$ cat src/rtl/pwm_seq_pkg.sv
// Shared definitions for the PWM sequencer: FSM encoding, table entry layout and widths.
package pwm_seq_pkg;

  typedef enum logic [2:0] {
    ST_IDLE      = 3'd0,
    ST_DELAY     = 3'd1,
    ST_FIRE      = 3'd2,
    ST_WAIT_ACK  = 3'd3,
    ST_WAIT_DONE = 3'd4,
    ST_NEXT      = 3'd5
  } seq_state_t;

  localparam int ENTRY_W   = 24;
  localparam int DELAY_LSB = 0;
  localparam int DELAY_W   = 16;
  localparam int CH_LSB    = 16;
  localparam int CH_W      = 8;
  localparam int LEN_W     = 8;
  localparam int LOOP_W    = 8;

  function automatic logic [DELAY_W-1:0] entry_delay(input logic [ENTRY_W-1:0] e);
    return e[DELAY_LSB +: DELAY_W];
  endfunction

  function automatic logic [CH_W-1:0] entry_ch(input logic [ENTRY_W-1:0] e);
    return e[CH_LSB +: CH_W];
  endfunction

endpackage

$ cat src/rtl/pwm_seq_table.sv
// Step table register file: one write port, one asynchronous read port, reset to all-zero entries.
module pwm_seq_table
  import pwm_seq_pkg::*;
#(
  parameter int _STEPS = 8,
  parameter int ADDR_W = 3
) (
  input  logic               clk_50M,
  input  logic               rst_n,
  input  logic               wr_en,
  input  logic [ADDR_W-1:0]  wr_addr,
  input  logic [ENTRY_W-1:0] wr_data,
  input  logic [ADDR_W-1:0]  rd_addr,
  output logic [ENTRY_W-1:0] rd_data
);

  logic [ENTRY_W-1:0] mem_q [_STEPS];
  logic [ENTRY_W-1:0] mem_d [_STEPS];

  always_comb begin
    mem_d = mem_q;
    if (wr_en) mem_d[wr_addr] = wr_data;
  end

  always_ff @(posedge clk_50M or negedge rst_n) begin
    if (!rst_n) begin
      for (int i = 0; i < _STEPS; i++) mem_q[i] <= '0;
    end else begin
      mem_q <= mem_d;
    end
  end

  assign rd_data = mem_q[rd_addr];

endmodule

$ cat src/rtl/pwm_seq_ctrl.sv
// Steps through a table of {channel, delay} entries, triggering PWM channels and tracking their busy handshake.
module pwm_seq_ctrl
  import pwm_seq_pkg::*;
#(
  parameter int _NUM_CHANNELS = 3,
  parameter int _STEPS        = 8,
  parameter int _ACK_TO       = 1024
) (
  input  logic                        clk_50M,
  input  logic                        rst_n,
  input  logic                        cfg_wr,
  input  logic [$clog2(_STEPS)-1:0]   cfg_addr,
  input  logic [ENTRY_W-1:0]          cfg_data,
  input  logic [LEN_W-1:0]            seq_len,
  input  logic [LOOP_W-1:0]           loop_num,
  input  logic                        seq_start,
  input  logic                        seq_abort,
  input  logic [_NUM_CHANNELS-1:0]    pwm_busy,
  output logic [_NUM_CHANNELS-1:0]    pwm_en,
  output logic                        seq_busy,
  output logic                        seq_done,
  output logic                        seq_err,
  output logic [$clog2(_STEPS)-1:0]   cur_step
);

  localparam int ADDR_W = $clog2(_STEPS);
  localparam int LQ_W   = LEN_W + 1;
  localparam int ACK_W  = $clog2(_ACK_TO + 1);
  // Timeout fires on the edge _ACK_TO cycles after the trigger edge (one FIRE cycle precedes WAIT_ACK).
  localparam logic [ACK_W-1:0] ACK_LAST = ACK_W'(_ACK_TO - 2);

  seq_state_t              state_q, state_d;
  logic [DELAY_W-1:0]      cnt_q, cnt_d;
  logic                    ld_q, ld_d;
  logic [ACK_W-1:0]        ack_q, ack_d;
  logic [LQ_W-1:0]         len_q, len_d;
  logic [LOOP_W-1:0]       loop_q, loop_d;
  logic [ADDR_W-1:0]       step_q, step_d;
  logic [_NUM_CHANNELS-1:0] en_q, en_d;
  logic                    busy_q, busy_d;
  logic                    done_q, done_d;
  logic                    err_q, err_d;

  logic [ENTRY_W-1:0]      rd_entry;
  logic [CH_W-1:0]         ch;
  logic                    ch_valid;
  logic                    ch_busy;
  logic [_NUM_CHANNELS-1:0] ch_onehot;
  logic                    last_step;
  logic                    tbl_wr;

  assign tbl_wr = cfg_wr && (state_q == ST_IDLE);

  pwm_seq_table #(
    ._STEPS (_STEPS),
    .ADDR_W (ADDR_W)
  ) u_table (
    .clk_50M (clk_50M),
    .rst_n   (rst_n),
    .wr_en   (tbl_wr),
    .wr_addr (cfg_addr),
    .wr_data (cfg_data),
    .rd_addr (step_q),
    .rd_data (rd_entry)
  );

  always_comb begin
    ch        = entry_ch(rd_entry);
    ch_valid  = 1'b0;
    ch_busy   = 1'b0;
    ch_onehot = '0;
    for (int i = 0; i < _NUM_CHANNELS; i++) begin
      if (ch == CH_W'(i)) begin
        ch_valid     = 1'b1;
        ch_busy      = pwm_busy[i];
        ch_onehot[i] = 1'b1;
      end
    end
  end

  assign last_step = (LQ_W'(step_q) + LQ_W'(1)) == len_q;

  always_comb begin
    state_d = state_q;
    cnt_d   = cnt_q;
    ld_d    = ld_q;
    ack_d   = ack_q;
    len_d   = len_q;
    loop_d  = loop_q;
    step_d  = step_q;
    en_d    = '0;
    done_d  = 1'b0;
    err_d   = err_q;
    case (state_q)
      ST_IDLE: begin
        if (seq_start && !seq_abort) begin
          err_d  = 1'b0;
          len_d  = ({1'b0, seq_len} > LQ_W'(_STEPS)) ? LQ_W'(_STEPS) : {1'b0, seq_len};
          loop_d = loop_num;
          step_d = '0;
          if (len_d == '0) begin
            done_d = 1'b1;
          end else begin
            state_d = ST_DELAY;
            ld_d    = 1'b1;
          end
        end
      end
      ST_DELAY: begin
        if (ld_q) begin
          cnt_d = entry_delay(rd_entry);
          ld_d  = 1'b0;
        end else if (cnt_q == '0) begin
          state_d = ST_FIRE;
          en_d    = ch_onehot;
        end else begin
          cnt_d = cnt_q - 1'b1;
        end
      end
      ST_FIRE: begin
        if (ch_valid) begin
          state_d = ST_WAIT_ACK;
          ack_d   = '0;
        end else begin
          err_d   = 1'b1;
          state_d = ST_NEXT;
        end
      end
      ST_WAIT_ACK: begin
        if (ch_busy) begin
          state_d = ST_WAIT_DONE;
        end else if (ack_q == ACK_LAST) begin
          err_d   = 1'b1;
          state_d = ST_IDLE;
        end else begin
          ack_d = ack_q + 1'b1;
        end
      end
      ST_WAIT_DONE: begin
        if (!ch_busy) state_d = ST_NEXT;
      end
      ST_NEXT: begin
        state_d = ST_DELAY;
        ld_d    = 1'b1;
        if (last_step) begin
          step_d = '0;
          // loop_q of 0 means endless; 1 means this was the final pass.
          if (loop_q == LOOP_W'(1)) begin
            state_d = ST_IDLE;
            ld_d    = 1'b0;
            done_d  = 1'b1;
          end else if (loop_q != '0) begin
            loop_d = loop_q - 1'b1;
          end
        end else begin
          step_d = step_q + 1'b1;
        end
      end
      default: state_d = ST_IDLE;
    endcase
    if (seq_abort && (state_q != ST_IDLE)) begin
      state_d = ST_IDLE;
      en_d    = '0;
      done_d  = 1'b0;
      err_d   = err_q;
    end
    busy_d = (state_d != ST_IDLE);
  end

  always_ff @(posedge clk_50M or negedge rst_n) begin
    if (!rst_n) begin
      state_q <= ST_IDLE;
      cnt_q   <= '0;
      ld_q    <= 1'b0;
      ack_q   <= '0;
      len_q   <= '0;
      loop_q  <= '0;
      step_q  <= '0;
      en_q    <= '0;
      busy_q  <= 1'b0;
      done_q  <= 1'b0;
      err_q   <= 1'b0;
    end else begin
      state_q <= state_d;
      cnt_q   <= cnt_d;
      ld_q    <= ld_d;
      ack_q   <= ack_d;
      len_q   <= len_d;
      loop_q  <= loop_d;
      step_q  <= step_d;
      en_q    <= en_d;
      busy_q  <= busy_d;
      done_q  <= done_d;
      err_q   <= err_d;
    end
  end

  assign pwm_en   = en_q;
  assign seq_busy = busy_q;
  assign seq_done = done_q;
  assign seq_err  = err_q;
  assign cur_step = step_q;

endmodule

$ cat config.mk
export PLATFORM = sky130hd
export DESIGN_NAME = pwm_seq_ctrl
export DESIGN_NICKNAME = d
export VERILOG_FILES = /design/src/rtl/pwm_seq_pkg.sv /design/src/rtl/pwm_seq_table.sv /design/src/rtl/pwm_seq_ctrl.sv
export SDC_FILE = /design/constraint.sdc
export NUM_CORES = 1
export LEC_CHECK = 0
export CAP_MARGIN = 20
export CORE_ASPECT_RATIO = 0.9
export CORE_MARGIN = 4
export CORE_UTILIZATION = 56
export CTS_BUF_LIST = sky130_fd_sc_hd__clkbuf_8
export CTS_CLUSTER_SIZE = 40
export DETAILED_ROUTE_END_ITERATION = 6
export PLACE_DENSITY = 0.75
export SLEW_MARGIN = 20
export SYNTH_ARGS = -nofsm -noshare
export SYNTH_HDL_FRONTEND = slang
export SYNTH_SLANG_ARGS = --single-unit
export TNS_END_PERCENT = 10
$ cat constraint.sdc
create_clock -name clk_50M -period 7.8 [get_ports clk_50M]
set_input_delay 1.17 -clock clk_50M [delete_from_list [all_inputs] [get_ports clk_50M]]
set_output_delay 1.17 -clock clk_50M [all_outputs]
set_load 0.01 [all_outputs]
# Word-level counts from Yosys, hierarchy flattened

Index checks and enable logic that the tools add are counted.

Memories kept: 0
Bits of input ports: 51
Register bits after elaboration: 249
Output and inout bits: 9
Bits in latches: 0
Logic and storage cells: 136
Bits in writable memories: 0
ROM bits: 0

Divide/modulo/power cells: 0
Reduce and logical (&&, ||, !) cells: 23
Equality and inequality tests: 21
Multiply operators: 0
$lt $le $gt $ge: 4
Bitwise logic cells: 3
Shifts and indexed selects: 0
Multiplexer cells: 61
$add $sub $neg: 5

Operators by type and width:

| cell                    | number |
|---|---|
| $bwmux W192             | 1 |
| $bmux W24 S3            | 1 |
| $demux W24 S3           | 1 |
| $mux W24                | 3 |
| $mux W3                 | 15 |
| $mux W8                 | 5 |
| $mux W11                | 3 |
| $mux W16                | 2 |
| $mux W1                 | 23 |
| $pmux W11 S2            | 1 |
| $ne A2 B2 Y1 const B    | 10 |
| $pmux W3 S6             | 1 |
| $eq A8 B1 Y1 const B    | 2 |
| $logic_not A16 Y1       | 1 |
| $pmux W8 S2             | 1 |
| $sub A16 B1 Y16 const B | 1 |
| $reduce_bool A3 Y1      | 4 |
| $add A11 B1 Y11 const B | 1 |
| $eq A11 B10 Y1 const B  | 1 |
| $eq A4 B9 Y1            | 1 |
| $logic_not A9 Y1        | 1 |
| $eq A8 B2 Y1 const B    | 1 |
| $ge A4 B4 Y1 const B    | 2 |
| $gt A8 B4 Y1 const B    | 1 |
| 24 further kinds        | 34 |

# Logic depth before layout (Yosys ltp)

Gate-level depths: netlist of run 1.

Depth in word-level cells: 12
Depth in mapped cells: 11
Mapped depth without buffers: 9

# Hierarchy

Synthesis of run 1 repeated with hierarchy kept, for this count alone.

Cell total of the unflattened synthesis: 870
Area total of the unflattened synthesis: 12019.0 µm²

By module, submodules not included:

| module        | area each (µm²) | times used | seq. area each (µm²) | cells an instance |
|---|---|---|---|---|
| pwm_seq_table | 8715.9          | 1          | 4804.6               | 500 |
| pwm_seq_ctrl  | 3303.2          | 1          | 1401.3               | 370 |

# Least setup slack after synthesis of run 1

OpenSTA, ideal clock, no wires.

Path type: input port to flip-flop
Start: input cfg_wr
End: register u_table.mem_q[168] (netlist bit)
Setup slack: 5.016 ns
Arrival time: 2.659 ns
Buffers on the path: 2
Cell stages on the path: 6
Setup time: 0.125 ns
Data required time: 7.675 ns
Path through: and3_1 -> nand2b_1 -> clkbuf_1 -> nor3_1 -> clkbuf_1 -> mux2_2

Longest elaborated chain between the ends: 1

Ends and longest elaborated chain:

| what                   | line                | RTL |
|---|---|---|
| start: declaration     | pwm_seq_ctrl.sv:11  | `input logic cfg_wr,` |
| $logic_and A1 B1 Y1    | pwm_seq_ctrl.sv:52  | `assign tbl_wr = cfg_wr && (state_q == ST_IDLE);` |
| end signal: assignment | pwm_seq_table.sv:29 | `mem_q <= mem_d;` |
| end: declaration       | pwm_seq_table.sv:17 | `logic [ENTRY_W-1:0] mem_q [_STEPS];` |

No other way between the ends.
A chain may end at the register's enable or synchronous reset.

# Worst setup path in the final report of run 1

Start: register step_q[1] (netlist: cur_step[1])
End: register ack_q[5]

Longest elaborated chain between the ends: 10
Elaborated cells on any way between the ends: 16
Classes of those cells: eq/ne (4); mux (9); bitwise (1); reduce/logical (2)

Ends and longest elaborated chain:

| what                                             | line                | RTL |
|---|---|---|
| start: declaration                               | pwm_seq_ctrl.sv:38  | `logic [ADDR_W-1:0] step_q, step_d;` |
| start signal: assignment                         | pwm_seq_ctrl.sv:190 | `step_q <= step_d;` |
| $not A3 Y4 (implied by the code) (*)             | pwm_seq_table.sv:33 | `assign rd_data = mem_q[rd_addr];` |
| $bmux W24 S3 (*)                                 | pwm_seq_table.sv:33 |  |
| $mux W24 (implied by the code) (*) (2 in series) | pwm_seq_table.sv:33 |  |
| $logic_not A8 Y1                                 | pwm_seq_ctrl.sv:73  | `if (ch == CH_W'(i)) begin` |
| $mux W1 (3 in series)                            | pwm_seq_ctrl.sv:73  |  |
| $ne A2 B2 Y1 (no source line)                    | --                  |  |
| $reduce_and A4 Y1 (no source line) (*)           | --                  |  |
| end signal: assignment                           | pwm_seq_ctrl.sv:187 | `ack_q <= ack_d;` |
| end: declaration                                 | pwm_seq_ctrl.sv:35  | `logic [ACK_W-1:0] ack_q, ack_d;` |

Mark *: on every way between the ends. The rest lies on a longest branch, timed or not. The select of a mux whose other input is x is not followed.

==> results.sh, run 1 <==
export IMPL_p_total_mw=4.66
export IMPL_die_w_um=160
export IMPL_clockPowerShare=0.256
export IMPL_grt_antenna_before_repair=0
export IMPL_postSynth_topFlopCell="sky130_fd_sc_hd__dfrtp_1"
export IMPL_cap_violations=0
export IMPL_quantity_of_gates_resized_following_cts=0
export IMPL_period_needed_ns=3.47
export IMPL_synthTopCellsByArea="sky130_fd_sc_hd__dfrtp_1 54%, sky130_fd_sc_hd__mux2_2 19%, sky130_fd_sc_hd__mux4_2 7.0%"
export IMPL_synth_cell_type_count=71
export IMPL_path_max_fanout=32
export IMPL_cp_required_ns=8.27
export IMPL_cts_tree="yes"
export IMPL_placement_rows=49
export IMPL_timing_hold_worst_class="reg2reg"
export IMPL_cts_htree_levels=2
export IMPL_synth_edff_count=0
export IMPL_status="complete, no violations"
export IMPL_numPortBuffers=59
export IMPL_grt_setup_unrepaired="false"
export IMPL_cts_root_buffer="sky130_fd_sc_hd__clkbuf_8"
export IMPL_cp_num_buf_inv=1
export IMPL_insertedDiodeCount=0
export IMPL_global_route_wire_length_before_repair_um=41200
export IMPL_place_detailed_hpwl_um=16000
export IMPL_critical_path_startpoint_type="register"
export IMPL_initial_core_util=0.574
export IMPL_grt_pass1_vias=7821
export IMPL_synthMostInstantiatedCell="sky130_fd_sc_hd__dfrtp_1"
export IMPL_overflow=0
export IMPL_drt_met1_wl_um=11800
export IMPL_fin_crit_sh=0.444
export IMPL_synth_seq_area_share=0.536
export IMPL_clock_sinks=248
export IMPL_post_route_cells_drive_above_1_share=0.344
export IMPL_worstMarginPinSlew_ns=1.08
export IMPL_finalCoreUtilization=0.661
export IMPL_power_density_cells_nw_per_um2=349
export IMPL_flow_area_growth_from_synthesis_pct=15.1
export IMPL_die_height_um=144
export IMPL_final_max_slew_violation_count=0
export IMPL_ant_nets=0
export IMPL_synthesis_area_per_instance_um2=13.1
export IMPL_final_setup_tns_ns=0
export IMPL_p_switching_mw=1.39
export IMPL_cts_setup_buffers=0
export IMPL_numCtsBuffers=40
export IMPL_synth_async_reset_ratio=1.00
export IMPL_cellLeakagePower_nw=5.56
export IMPL_synth_top_cell_area_share=0.536
export IMPL_crit_path_cell_trace="buf_4 -> mux4_2 -> mux2i_4 -> mux2i_1 -> o21ai_4 -> a21o_4 -> or4_1 -> a21oi_1"
export IMPL_timing_critical_path_slowest_stage_cell="sky130_fd_sc_hd__mux4_2"
export IMPL_wl_per_cell_um=19.9
export IMPL_met2_length_um=11500
export IMPL_yosysTopAreaCell="sky130_fd_sc_hd__dfrtp_1"
export IMPL_pwr_share_seq=0.481
export IMPL_timing_slew_headroom=0.274
export IMPL_drt_first_iter_violations=595
export IMPL_met3_wirelength_um=1040
export IMPL_critical_path_class="reg2reg"
export IMPL_grt_start_max_net_pins=112
export IMPL_max_freq_ghz=0.289
export IMPL_internal_power_mw=3.26
export IMPL_clk_path_buf_depth=3
export IMPL_switching_fraction_of_total_power=0.300
export IMPL_synth_top_cells_by_count="248 x sky130_fd_sc_hd__dfrtp_1, 192 x sky130_fd_sc_hd__mux2_2, 62 x sky130_fd_sc_hd__nor2_1"
export IMPL_synth_net_count=942
export IMPL_ys_seq_elements=248
export IMPL_hold_buffers=0
export IMPL_core_area_um2=20200
export IMPL_clk_pin_slew_ns=0.07
export IMPL_place_gp_congestion=0.815
export IMPL_ios=60
export IMPL_drt_drc_violations_left=0
export IMPL_number_of_vias_in_the_routed_layout=7514
export IMPL_netlist_area_um2=11600
export IMPL_drt_total_wl_um=24700
export IMPL_final_setup_viol_count=0
export IMPL_path_delay_family="multiplexers"
export IMPL_critical_path_arrival_ns=3.93
export IMPL_firstDrtPassIters=5
export IMPL_setup_clock_skew_after_layout_ns=0.0211
export IMPL_share_comb_of_total_power=0.262
export IMPL_via_per_inst=6.05
export IMPL_yosysWarningCount=0
export IMPL_hold_viol=0
export IMPL_timing_critical_path_to_type="register"
export IMPL_peakVddDrop_uv=146
export IMPL_fp_dieArea_um2=23100
export IMPL_synthesis_instances=885
export IMPL_clkLatencyLatePin_ns=0.55
export IMPL_max_stage_delay_ns=0.61
export IMPL_global_route_usage_total=0.221
export IMPL_top_signal_layer_used="met4"
export IMPL_final_net_count=1012
-- registers in the layout, summed over array words and instances (netlist names) --
name and count:
ack_q 11, cnt_q 16, cur_step 3, ld_q 1, len_q 8, loop_q 8
pwm_en 3, seq_busy 1, seq_done 1, seq_err 1, state_q 3, u_table.mem_q 192
-- stage by stage --
stage / hold WS (ns) / setup WS (ns) / instances / area, um^2
after CTS: 0.477 / 4.35 / 1239 / 13300
final: 0.484 / 4.33 / 1241 / 13300
after floorplan: 0.445 / 5.02 / 885 / 11600
after global routing: 0.498 / 4.10 / 1241 / 13300
after detailed placement: 0.468 / 3.92 / 1166 / 12400
after global placement: 0.464 / 4.03 / 1166 / 12400
-- kinds of logic after synthesis --
group / count (synthesis) / synth area share
xor gates and xnor gates: 6 / 0.00454
buffers and inverters: 58 / 0.0225
adders and majority gates: 6 / 0.00648
DFF: 248 / 0.536
AOI/OAI and AO/OA: 118 / 0.0704
muxes: 239 / 0.268
and+or+nand+nor: 210 / 0.0930
-- metal layers --
| metal | vias up | GRT usage |
|---|---|---|
| li1 | 3440 | - |
| met1 | 3885 | 0.315 |
| met2 | 157 | 0.357 |
| met3 | 32 | 0.0379 |
| met4 | 0 | 0.0612 |
| met5 | - | 0 |
-- placed cells by master, fill, tap and decap left out, drive strengths merged, types with 4 or more instances in the layout --
| master | netlist | routed |
|---|---|---|
| nor3b | 4 | 4 |
| a22oi | 6 | 6 |
| clkbuf | 30 | 59 |
| nand2 | 40 | 40 |
| nor3 | 26 | 26 |
| mux4 | 36 | 36 |
| inv | 11 | 19 |
| nand4 | 7 | 7 |
| clkinv | 0 | 6 |
| a211oi | 4 | 4 |
| or4 | 5 | 5 |
| nor4b | 4 | 4 |
| a21oi | 31 | 31 |
| and2 | 6 | 6 |
| mux2i | 10 | 10 |
| ha | 6 | 6 |
| a22o | 8 | 8 |
| nand3b | 4 | 4 |
| xnor2 | 6 | 6 |
| o21ai | 35 | 35 |
| nor2 | 62 | 62 |
| or3 | 6 | 6 |
| mux2 | 193 | 193 |
| nand2b | 6 | 6 |
| nor4 | 11 | 11 |
| dfrtp | 248 | 248 |
| clkdlybuf4s50 | 0 | 58 |
| o31ai | 5 | 5 |
| nand3 | 23 | 23 |
| buf | 17 | 17 |
| a31oi | 5 | 5 |
-- power groups by stage --
| stage | Sequential [mW] | Clock (mW) | Combinational (mW) |
|---|---|---|---|
| after global routing | 2.31 | 1.29 | 1.36 |
| after CTS | 2.23 | 1.22 | 1.23 |
| after floorplan | 2.12 | 0 | 1.00 |
| after global placement | 2.22 | 0 | 1.17 |
| after detailed placement | 2.25 | 0 | 1.22 |
| final | 2.24 | 1.19 | 1.22 |
-- final timing paths --
| path | startpoint | endpoint | slack (ns) | cells after the start |
|---|---|---|---|---|
| setup / recovery | cur_step[1] | ack_q[5] | 4.33 | 8 |
| hold / removal | len_q[5] | len_q[5] | 0.48 | 1 |
| setup reg to reg | cur_step[1] | ack_q[5] | 4.33 | 8 |
| hold reg to reg | len_q[5] | len_q[5] | 0.48 | 1 |
| max in group asynchronous | rst_n | u_table.mem_q[56] | 5.87 | 2 |
| min in group asynchronous | rst_n | ack_q[6] | 0.63 | 1 |
-- area by class of cell --
cell class                      instances  area, um^2
Sequential cell                       248        6210
Clock inverter                         14        75.1
Tap cell                              255         319
Clock buffer                           59         812
Timing Repair Buffer                   75         736
Multi-Input combinational cell        579        5140
Inverter                               11        41.3
Fill cell                            1457        6840
(Power assumes the default switching activity.)
==> inputs of run 2 (changes only) <==
--- a/config.mk
+++ b/config.mk
@@ -12,7 +12,7 @@
 export CTS_BUF_LIST = sky130_fd_sc_hd__clkbuf_8
 export CTS_CLUSTER_SIZE = 40
 export DETAILED_ROUTE_END_ITERATION = 6
-export PLACE_DENSITY = 0.75
+export PLACE_DENSITY = 0.78
 export SLEW_MARGIN = 20
 export SYNTH_ARGS = -nofsm -noshare
 export SYNTH_HDL_FRONTEND = slang
==> constraint.sdc (replaced) <==
create_clock -name clk_50M -period 2.9 [get_ports clk_50M]
set_input_delay 0.435 -clock clk_50M [delete_from_list [all_inputs] [get_ports clk_50M]]
set_output_delay 0.435 -clock clk_50M [all_outputs]
set_load 0.01 [all_outputs]
==> run 2 against run 1 <==
Against the previous run: cell count rose by 2.1%; first-iteration DRC count shrank 1.7%; routed wire length rose by 4.0%; sequential power grew to 2.7 times the previous value; via count increased by 2.3%; total power rose to 2.7 times the previous value.
==> results.sh, run 2 (synthesized netlist as in run 1, its figures left out) <==
export IMPL_status="complete, no violations"
export IMPL_largest_register="u_table.mem_q"
export IMPL_drt_drc_violations_left=0
export IMPL_timing_slew_headroom=0.294
export IMPL_place_detailed_hpwl_um=16600
export IMPL_global_route_usage_total=0.230
export IMPL_internal_power_mw=8.67
export IMPL_wl_per_cell_um=20.2
export IMPL_final_net_count=1037
export IMPL_flow_area_growth_from_synthesis_pct=16.1
export IMPL_layout_top_registers="u_table.mem_q: 192 flops, cnt_q: 16 flops, ack_q: 11 flops"
export IMPL_post_route_cells_drive_above_1_share=0.349
export IMPL_ios=60
export IMPL_fin_crit_sh=0.921
export IMPL_path_delay_family="compound AO/OA/AOI/OAI gates"
export IMPL_final_setup_viol_count=0
export IMPL_global_route_usage_met2=0.362
export IMPL_critical_path_class="reg2reg"
export IMPL_die_w_um=160
export IMPL_mostFrequentLayoutCell="sky130_fd_sc_hd__dfrtp_1"
export IMPL_grt_pass1_vias=7905
export IMPL_p_switching_mw=3.80
export IMPL_cp_required_ns=3.33
export IMPL_switching_fraction_of_total_power=0.305
export IMPL_clkLatencyLatePin_ns=0.55
export IMPL_clockPowerShare=0.242
export IMPL_die_height_um=144
export IMPL_critical_path_startpoint_type="register"
export IMPL_critical_path_arrival_ns=3.10
export IMPL_cts_htree_levels=2
export IMPL_setup_clock_skew_after_layout_ns=0.0233
export IMPL_power_density_cells_nw_per_um2=926
export IMPL_clock_sinks=248
export IMPL_numPortBuffers=59
export IMPL_worstMarginPinSlew_ns=1.06
export IMPL_reg2reg_depth=7
export IMPL_grt_antenna_before_repair=0
export IMPL_drt_first_iter_violations=585
export IMPL_max_freq_ghz=0.375
export IMPL_cp_num_buf_inv=0
export IMPL_grt_start_max_net_pins=95
export IMPL_number_of_vias_in_the_routed_layout=7687
export IMPL_insertedDiodeCount=0
export IMPL_ant_nets=0
export IMPL_placement_rows=49
export IMPL_peakVddDrop_uv=392
export IMPL_area_sequential_um2=6210
export IMPL_core_area_um2=20200
export IMPL_r2r_setup_slack_ns=0.23
export IMPL_clk_pin_slew_ns=0.06
export IMPL_multi_input_gate_area_in_the_final_layout_um2=5140
export IMPL_timing_critical_path_slowest_stage_cell="sky130_fd_sc_hd__nor4_1"
export IMPL_max_stage_delay_ns=0.50
export IMPL_initial_core_util=0.574
export IMPL_layout_common_cells="246 x sky130_fd_sc_hd__dfrtp_1, 192 x sky130_fd_sc_hd__mux2_2, 61 x sky130_fd_sc_hd__nor2_1"
export IMPL_cap_violations=0
export IMPL_hold_viol=0
export IMPL_final_max_slew_violation_count=0
export IMPL_cts_tree="yes"
export IMPL_grt_setup_unrepaired="false"
export IMPL_place_gp_congestion=0.849
export IMPL_path_max_fanout=13
export IMPL_period_needed_ns=2.67
export IMPL_pwr_share_seq=0.482
export IMPL_final_setup_tns_ns=0
export IMPL_firstDrtPassIters=5
export IMPL_share_comb_of_total_power=0.277
export IMPL_timing_hold_worst_class="in2async"
export IMPL_largest_reg_flops=192
export IMPL_cts_root_buffer="sky130_fd_sc_hd__clkbuf_8"
export IMPL_fillCellCount=1452
export IMPL_via_per_inst=6.07
export IMPL_global_route_wire_length_before_repair_um=42400
export IMPL_drt_total_wl_um=25600
export IMPL_cellLeakagePower_nw=5.67
export IMPL_r2r_start="u_table.mem_q[47]"
export IMPL_reg_to_reg_critical_path_endpoint="seq_busy"
export IMPL_groute_layer_met3_usage=0.0439
export IMPL_crit_path_cell_trace="nor4_1 -> a211oi_1 -> a22o_2 -> a311oi_4 -> a21o_4 -> a31oi_4 -> or3_1"
export IMPL_overflow=0
export IMPL_clk_path_buf_depth=3
export IMPL_fp_dieArea_um2=23100
export IMPL_grt_util_met1=0.332
export IMPL_grt_busiest_layer="met2"
export IMPL_p_total_mw=12.5
export IMPL_numCtsBuffers=41
export IMPL_timing_critical_path_to_type="register"
==> run 2: cell types whose count changed in the layout (fill, tap and decap cells not counted), moves of 2 or more <==
cell / delta
sky130_fd_sc_hd__inv_1: +11
sky130_fd_sc_hd__clkinv_2: -3
sky130_fd_sc_hd__inv_8: -2
sky130_fd_sc_hd__buf_12: +2
sky130_fd_sc_hd__clkbuf_8: -6
sky130_fd_sc_hd__buf_4: +22
sky130_fd_sc_hd__clkinvlp_4: +2
==> run 2: cell type report <==
type | count | area share
well taps | 255 | 0.0237
flip-flops and latches | 248 | 0.461
clock buffers | 53 | 0.0542
repair buffers | 99 | 0.0686
multi-input cells | 579 | 0.382
clock inverters | 22 | 0.00697
inverters | 11 | 0.00307
==> run 2: per-stage QoR <==
step	worst slack [ns]	instances	area [um^2]	util	hold WS, ns
2_1_floorplan	0.328	885	11600	-	0.139
5_1_grt	0.0273	1267	13500	0.667	0.487
3_3_place_gp	0.272	1189	12600	0.625	0.463
4_1_cts	0.123	1265	13400	0.666	0.476
6_report	0.230	1267	13500	0.667	0.460
3_5_place_dp	0.144	1189	12600	0.625	0.466
==> run 2: how the worst max path moves through the flow <==
| stage | startpoint | to | slack, ns | cells after the start |
|---|---|---|---|---|
| finish | u_table.mem_q[47] | seq_busy | 0.23 | 7 |
| floorplan | cur_step[1] | ack_q[10] | 0.33 | 8 |
| detailed placement | cur_step[1] | ack_q[5] | 0.14 | 7 |
| global route | cur_step[2] | ack_q[9] | 0.03 | 7 |
| global placement | cur_step[1] | ack_q[10] | 0.27 | 7 |
| CTS | cur_step[1] | ack_q[9] | 0.12 | 7 |
==> run 2: repair_timing <==
action                                  4_1_cts  5_1_grt
hold buffers                                  1        0
hold endpoints to repair                     89        0
buffers inserted                              0        2
resized for setup                             0        1
endpoints found under the setup margin        0        1
==> run 2: power by group through the flow <==
stage	logic [mW]	registers, mW	clock network (mW)
global route	3.79	6.18	3.24
finish	3.45	6.00	3.01
floorplan	2.69	5.69	0
CTS	3.46	5.99	3.08
global placement	3.28	5.93	0
detailed placement	3.44	6.02	0
==> run 2: worst register-to-register path: cells and delay by family, from the launching register on <==
kind	cells	cell delay, ns
compound gates	5	1.30
flops	1	0.39
simple gates	2	0.87
==> run 2: routing by layer <==
layer	wire length, um	vias up
met3	1360	42
met4	524	0
li1	-	3477
met1	11700	3974
met2	12000	194
met5	0	-
==> inputs of run 3 (changes only) <==
--- a/config.mk
+++ b/config.mk
@@ -12,7 +12,7 @@
 export CTS_BUF_LIST = sky130_fd_sc_hd__clkbuf_8
 export CTS_CLUSTER_SIZE = 40
 export DETAILED_ROUTE_END_ITERATION = 6
-export PLACE_DENSITY = 0.78
+export PLACE_DENSITY = 0.75
 export SLEW_MARGIN = 20
 export SYNTH_ARGS = -nofsm -noshare
 export SYNTH_HDL_FRONTEND = slang
==> constraint.sdc (replaced) <==
create_clock -name clk_50M -period 2.7 [get_ports clk_50M]
set_input_delay 0.405 -clock clk_50M [delete_from_list [all_inputs] [get_ports clk_50M]]
set_output_delay 0.405 -clock clk_50M [all_outputs]
set_load 0.01 [all_outputs]
==> run 3 against run 2 <==
Against the previous run: final area increased by 0.43%; critical path depth unchanged; largest cell class unchanged; routed wire length fell by 2.1%.
==> results.sh, run 3 (synthesized netlist as in run 1, its figures left out) <==
export IMPL_pwr_share_seq=0.485
export IMPL_overflow=0
export IMPL_grt_start_max_net_pins=75
export IMPL_fin_crit_sh=0.952
export IMPL_fin_cells=1268
export IMPL_via_per_inst=6.01
export IMPL_placement_rows=49
export IMPL_place_detailed_hpwl_um=16500
export IMPL_peakVddDrop_uv=395
export IMPL_drt_total_wl_um=25100
export IMPL_clockPowerShare=0.236
export IMPL_clock_sinks=248
export IMPL_ant_nets=0
export IMPL_reg2reg_depth=7
export IMPL_p_switching_mw=4.02
export IMPL_timing_critical_path_to_type="register"
export IMPL_critical_path_startpoint_type="register"
export IMPL_drt_first_iter_violations=448
export IMPL_largest_register="u_table.mem_q"
export IMPL_firstDrtPassIters=5
export IMPL_drt_drc_violations_left=0
export IMPL_numCtsBuffers=42
export IMPL_initial_core_util=0.574
export IMPL_global_route_wire_length_before_repair_um=42400
export IMPL_placedCellCount=1193
export IMPL_cts_htree_levels=2
export IMPL_period_needed_ns=2.57
export IMPL_path_delay_family="multiplexers"
export IMPL_share_comb_of_total_power=0.279
export IMPL_global_route_usage_total=0.228
export IMPL_insertedDiodeCount=0
export IMPL_path_max_fanout=13
export IMPL_grt_setup_unrepaired="false"
export IMPL_cts_setup_buffers=0
export IMPL_cap_violations=0
export IMPL_area_sequential_um2=6210
export IMPL_grt_antenna_before_repair=0
export IMPL_setup_clock_skew_after_layout_ns=0.0263
export IMPL_post_route_cells_drive_above_1_share=0.350
export IMPL_timing_slew_headroom=0.376
export IMPL_fillCellCount=1429
export IMPL_worstSetupPathDepth=7
export IMPL_final_setup_viol_count=0
export IMPL_layout_top_registers="u_table.mem_q: 192 flops, cnt_q: 16 flops, ack_q: 11 flops"
export IMPL_fp_dieArea_um2=23100
export IMPL_final_net_count=1040
export IMPL_hold_viol=0
export IMPL_cts_root_buffer="sky130_fd_sc_hd__clkbuf_8"
export IMPL_cp_num_buf_inv=0
export IMPL_place_gp_congestion=0.866
export IMPL_die_w_um=160
export IMPL_max_freq_ghz=0.389
export IMPL_layout_common_cells="245 x sky130_fd_sc_hd__dfrtp_1, 192 x sky130_fd_sc_hd__mux2_2, 61 x sky130_fd_sc_hd__nor2_1"
export IMPL_flow_area_growth_from_synthesis_pct=16.6
export IMPL_critical_path_arrival_ns=3.05
export IMPL_final_setup_tns_ns=0
export IMPL_largest_reg_flops=192
export IMPL_cts_tree="yes"
export IMPL_die_height_um=144
export IMPL_ios=60
export IMPL_mostFrequentLayoutCell="sky130_fd_sc_hd__dfrtp_1"
export IMPL_core_area_um2=20200
export IMPL_timing_critical_path_slowest_stage_cell="sky130_fd_sc_hd__mux4_2"
export IMPL_numPortBuffers=59
export IMPL_status="complete, no violations"
export IMPL_worst_hold_slack_ns=0.410
export IMPL_number_of_vias_in_the_routed_layout=7624
export IMPL_finish_instance_area_um2=13500
export IMPL_critical_path_class="reg2reg"
export IMPL_power_density_cells_nw_per_um2=982
export IMPL_internal_power_mw=9.25
export IMPL_switching_fraction_of_total_power=0.303
export IMPL_worstMarginPinSlew_ns=0.932
export IMPL_cp_required_ns=3.18
export IMPL_crit_path_cell_trace="mux4_2 -> mux2i_4 -> mux2i_2 -> o21ai_4 -> a21o_4 -> or4_1 -> a21oi_1"
export IMPL_multi_input_gate_area_in_the_final_layout_um2=5160
export IMPL_final_max_slew_violation_count=0
export IMPL_wl_per_cell_um=19.8
export IMPL_max_stage_delay_ns=0.55
export IMPL_grt_pass1_vias=8049
export IMPL_clk_path_buf_depth=3
export IMPL_timing_hold_worst_class="in2async"
export IMPL_placed_cell_area_um2=12700
export IMPL_clk_pin_slew_ns=0.06
export IMPL_clkLatencyLatePin_ns=0.56
export IMPL_cellLeakagePower_nw=5.69
run 3: cell count changes in the layout (fill, tap and decap cells not counted), moves of 2 or more:
cell / previous run / this run
sky130_fd_sc_hd__clkbuf_8: 53 / 50
sky130_fd_sc_hd__clkinv_2: 3 / 1
sky130_fd_sc_hd__buf_12: 2 / 6
sky130_fd_sc_hd__buf_4: 37 / 34
sky130_fd_sc_hd__inv_1: 28 / 31
run 3: metrics by stage:
stage	setup WS, ns	power [mW]	util
after floorplan	0.128	9.00	-
after global placement	0.185	9.94	0.629
after detailed placement	0.101	10.2	0.629
after CTS	0.0448	13.3	0.669
after global routing	0.00117	14.1	0.670
final	0.129	13.3	0.670
run 3: path summary, 6_finish.rpt:
kind	endpoint	start	slack, ns
worst max-delay path	ack_q[9]	cur_step[1]	0.13
worst min-delay path	ack_q[0]	rst_n	0.41
worst max register to register	ack_q[9]	cur_step[1]	0.13
worst min register to register	ack_q[4]	ack_q[4]	0.48
max in group asynchronous	u_table.mem_q[43]	rst_n	1.44
min in group clk_50M	ack_q[4]	ack_q[4]	0.48
run 3: cell type report:
class / count / share of cell area
sequential: 248 / 0.459
clock inverter: 24 / 0.00768
clock buffer: 50 / 0.0509
timing repair buffer: 101 / 0.0734
tap: 255 / 0.0236
multi-input combinational: 579 / 0.382
inverter: 11 / 0.00305
run 3: repair_timing:
action                     CTS  global route
hold endpoints to repair    69             0
setup endpoints to repair    0            14
hold buffers                 1             0
gates resized for setup      0             7
run 3: power by group through the flow:
stage | combinational, mW | clock (mW) | sequential [mW]
floorplan | 2.89 | 0 | 6.11
global placement | 3.56 | 0 | 6.37
detailed placement | 3.71 | 0 | 6.46
CTS | 3.73 | 3.20 | 6.42
global route | 4.10 | 3.38 | 6.65
finish | 3.71 | 3.13 | 6.44
run 3: routing by layer:
layer | vias up | track usage | part of all wire
li1 | 3480 | - | -
met1 | 3933 | 0.328 | 0.48
met2 | 173 | 0.364 | 0.46
met3 | 38 | 0.0402 | 0.044
met4 | 0 | 0.0612 | 0.016
met5 | - | 0 | 0
